File: src/rtl/shift_add_multiplier_datapath.sv
// Datapath of an N-bit unsigned shift-and-add multiplier.
// An external controller pulses do_init, then issues N do_shift steps.
module shift_add_multiplier_datapath #(
  parameter int N = 4
) (
  input  logic             clock,
  input  logic             reset,
  input  logic             do_init,
  input  logic             do_shift,
  input  logic [N-1:0]     multiplicand,
  input  logic [N-1:0]     multiplier,
  output logic [2*N-1:0]   product
);

  logic [N-1:0] a;
  logic [N-1:0] q;
  logic [N-1:0] m;
  logic [N:0]   sum;

  // sum[N] is the carry C; it becomes the MSB of A on the shift.
  always_comb begin
    sum = {1'b0, a};
    if (q[0]) begin
      sum = {1'b0, a} + {1'b0, m};
    end
  end

  always_ff @(posedge clock) begin
    if (reset) begin
      a <= '0;
      q <= '0;
      m <= '0;
    end else if (do_init) begin
      a <= '0;
      q <= multiplier;
      m <= multiplicand;
    end else if (do_shift) begin
      a <= sum[N:1];
      q <= {sum[0], q[N-1:1]};
    end
  end

  assign product = {a, q};

endmodule

File: config.mk
export PLATFORM = sky130hd
export DESIGN_NAME = shift_add_multiplier_datapath
export DESIGN_NICKNAME = d
export VERILOG_FILES = /design/src/rtl/shift_add_multiplier_datapath.sv
export SDC_FILE = /design/constraint.sdc
export NUM_CORES = 1
export LEC_CHECK = 0
export CAP_MARGIN = 10
export CORE_UTILIZATION = 51
export CTS_BUF_LIST = sky130_fd_sc_hd__clkbuf_4 sky130_fd_sc_hd__clkbuf_8
export DETAILED_ROUTE_END_ITERATION = 10
export PLACE_DENSITY = 0.85
export SLEW_MARGIN = 10
export SYNTH_ARGS = -nofsm -noshare
export SYNTH_HDL_FRONTEND = slang
export SYNTH_SLANG_ARGS = --single-unit
export TNS_END_PERCENT = 30
File: constraint.sdc
create_clock -name clock -period 2.7 [get_ports clock]
set_clock_uncertainty 0.2 [all_clocks]
set_input_delay 0.54 -clock clock [delete_from_list [all_inputs] [get_ports clock]]
set_output_delay 0.54 -clock clock [all_outputs]
set_load 0.01 [all_outputs]
==> key figures <==
Flow run
  • Number of max-cap violations: 0

STA
  • # setup viols final: 0
  • Relative slew slack: ~64%
  • Period utilization: between 80% and 90%
  • Max-slew violations: 0
  • RSZ-0062 raised after global routing: false
  • Fin. Hold Viols: 0
  • Least-Margin Pin Slew: between 0.5 and 0.6 ns
  • Hold_ws: between 0.3 and 0.4 ns
  • Min Tclk post-route: between 2 and 2.5 ns
  • Setup TNS: 0 ns
  • F_max: about 460 MHz

Global routing
  • GRT Residual Overflow: 0
  • Largest net degree at the start of global routing: 15
  • Global-route wire length before repair: around 2.0 mm
  • Total GRT Usage: between 20% and 30%
  • Vias in the first global route: ~460
  • Initial antenna violation count: 0

Setup path
  • Worst Path Class, Setup: reg2out
  • CP max FO: 10
  • Crit-path slowest cell: clkdlybuf4s50_1
  • CP bufs+invs: 1
  • Worst EP arrival: approximately 1.4 ns
  • Critical-path cell list: clkdlybuf4s50_1
  • Critical path capture point type: output port
  • Startpoint Class: register
  • R2R setup slack: slightly above 0.9 ns
  • CP peak stage delay: about 0.61 ns
  • Delay-heaviest family, CP: buffers and inverters
  • Required @ worst endpoint: ~2.0 ns

Synth
  • Synthesized area per cell: 9.25 um^2
  • Ys async rst share: 0%
  • Mapped Cells: between 70 and 80
  • Synth top area share: a little over a third
  • Post-synthesis sequential area ratio: approximately a third
  • Synth Register Bits: 12
  • Count of cell types in the netlist: 25
  • Ys Warns: 0
  • Most frequent cell after synthesis: nor2_1
  • Synthesized Nets: between 90 and 100
  • Number of synthesized flops with an enable pin: 0
  • Synth Cell Area: about 680 um^2
  • Area leader, netlist: dfxtp_1
  • Top_reg_cell synth: dfxtp_1
  • Largest cells by area after synthesis: dfxtp_1 35%, mux2i_1 15%, nor2_1 7.7%
  • Post-synth top cells: 14 x nor2_1, 12 x dfxtp_1, 10 x mux2i_1

Finish
  • Final nets: 110
  • Fin cells: ~110
  • Layout cells sized above 1: 7.69%
  • Diodes inserted: 0
  • Synth-to-layout area growth: 25.6%
  • Fin util: around three quarters

Power and ir drop
  • Clock power frac: between 20% and 30%
  • Int Pwr: between 0.0002 and 0.0003 W
  • Seq pwr share: between 50 and 60%
  • VDD IR max: 0.000253 V
  • Net Switching: 0.0000949 W
  • Leakage power: around 0.34 nW
  • P per Cell Area: about 430 nW/um^2
  • Sw Share: 25.6%
  • Comb power frac: approximately 18%

Placed design
  • # port buffers: 19
  • Total placed cells including tap cells: 102
  • DP Wirelength: about 1.0 mm
  • GPL Wtd Cong: around 0.75

Clock tree
  • Htree depth: 1
  • Cts bufs inserted: 3
  • CTS Buffer Depth: 2
  • CTS tree: yes
  • Post-CTS Setup Inserts: 0
  • # clock sinks: 12
  • Hold-fix buffers, CTS: 0
  • Post_cts resized: 0
  • Clock Pin Slew Worst Setup and Hold Paths: 0.07 ns
  • Clock Latency Late Sink: 0.27 ns
  • Root buffer cell: clkbuf_4

Drt
  • DR DRC count: 0
  • WL per Instance: 12.4 um
  • Vias/cell: about 5.3
  • Vias: 552
  • Total wire length: around 1.3 mm
  • Post-DRT Antenna Nets: 0
  • Initial DRT Pass Iterations: 4
  • DR iter-0 viols: 16

Die
  • Core Region: about 1200 um^2
  • # rows: 12
  • Die X: 38.6 um
  • Num ports: 20
  • Chip height: ~39 um
  • Die Area: 1490 um^2
  • Initial Util: 58.4%

Hold path
  • HP Class: reg2reg

Outcome
  • Status: completed
## cell usage in the layout, fill, tap and decap left out, drive strengths merged
cell and instances:
and3 1, inv 4, o211ai 1, ha 4, nand2b 1, o21ai 2, o21a 1, mux2i 10
a211oi 3, clkdlybuf4s50 19, fa 1, xnor2 1, or2 1, a21oi 8, dfxtp 12, nor2 15
nand2 1, nand3 1, clkbuf 3, nor2b 1, a31oi 1
## power groups by stage
stage | logic (W) | registers [W] | clock network [W]
after global placement | 0.0000647 | 0.000198 | 0
final | 0.0000663 | 0.000194 | 0.000110
after detailed placement | 0.0000669 | 0.000198 | 0
after floorplan | 0.0000424 | 0.000197 | 0
after CTS | 0.0000672 | 0.000194 | 0.000111
after global routing | 0.0000736 | 0.000195 | 0.000120
## metal layers
layer	routed length [um]	up-vias	GRT usage [%]	part of all wire, %
met5	0	-	0	0
met4	8	0	10.3	0.61
met3	44	2	6.94	3.4
met2	589	13	32.5	45
met1	663	246	26.4	51
li1	-	291	-	-
## layout make-up
cell class	count	area [um^2]
clock buffer	3	22.5
timing repair buffer	19	190
sequential	12	240
fill	96	312
multi-input combinational	53	374
inverter	4	15.0
tap	14	17.5
## final timing paths
| check | end | start | cells after the start |
|---|---|---|---|
| hold reg to reg | m[3] | m[3] | 2 |
| setup / recovery | product[0] | q[0] | 1 |
| hold / removal | m[3] | m[3] | 2 |
| setup reg to reg | a[3] | a[0] | 7 |
## state kept, by name (all words and copies together), names as in the netlist
register and cells:
q 4, a 4, m 4
## kinds of logic after synthesis
| kind of cell | count (synthesis) | share of synthesized area, % |
|---|---|---|
| flops | 12 | 35.1 |
| compound gates | 16 | 14.4 |
| buf+inv | 9 | 10.2 |
| mux | 10 | 14.6 |
| xor+xnor | 1 | 1.28 |
| fa+ha+maj | 5 | 10.2 |
| simple gates | 21 | 14.1 |
## through the flow
stage | setup WS [ns] | cell area (um^2) | total power, W
6_report | 0.539 | 860 | 0.000371
3_5_place_dp | 0.513 | 837 | 0.000265
2_1_floorplan | 0.997 | 684 | 0.000239
3_3_place_gp | 0.577 | 837 | 0.000262
5_1_grt | 0.497 | 860 | 0.000388
4_1_cts | 0.544 | 860 | 0.000373
Power figures use the tool's default switching activity.
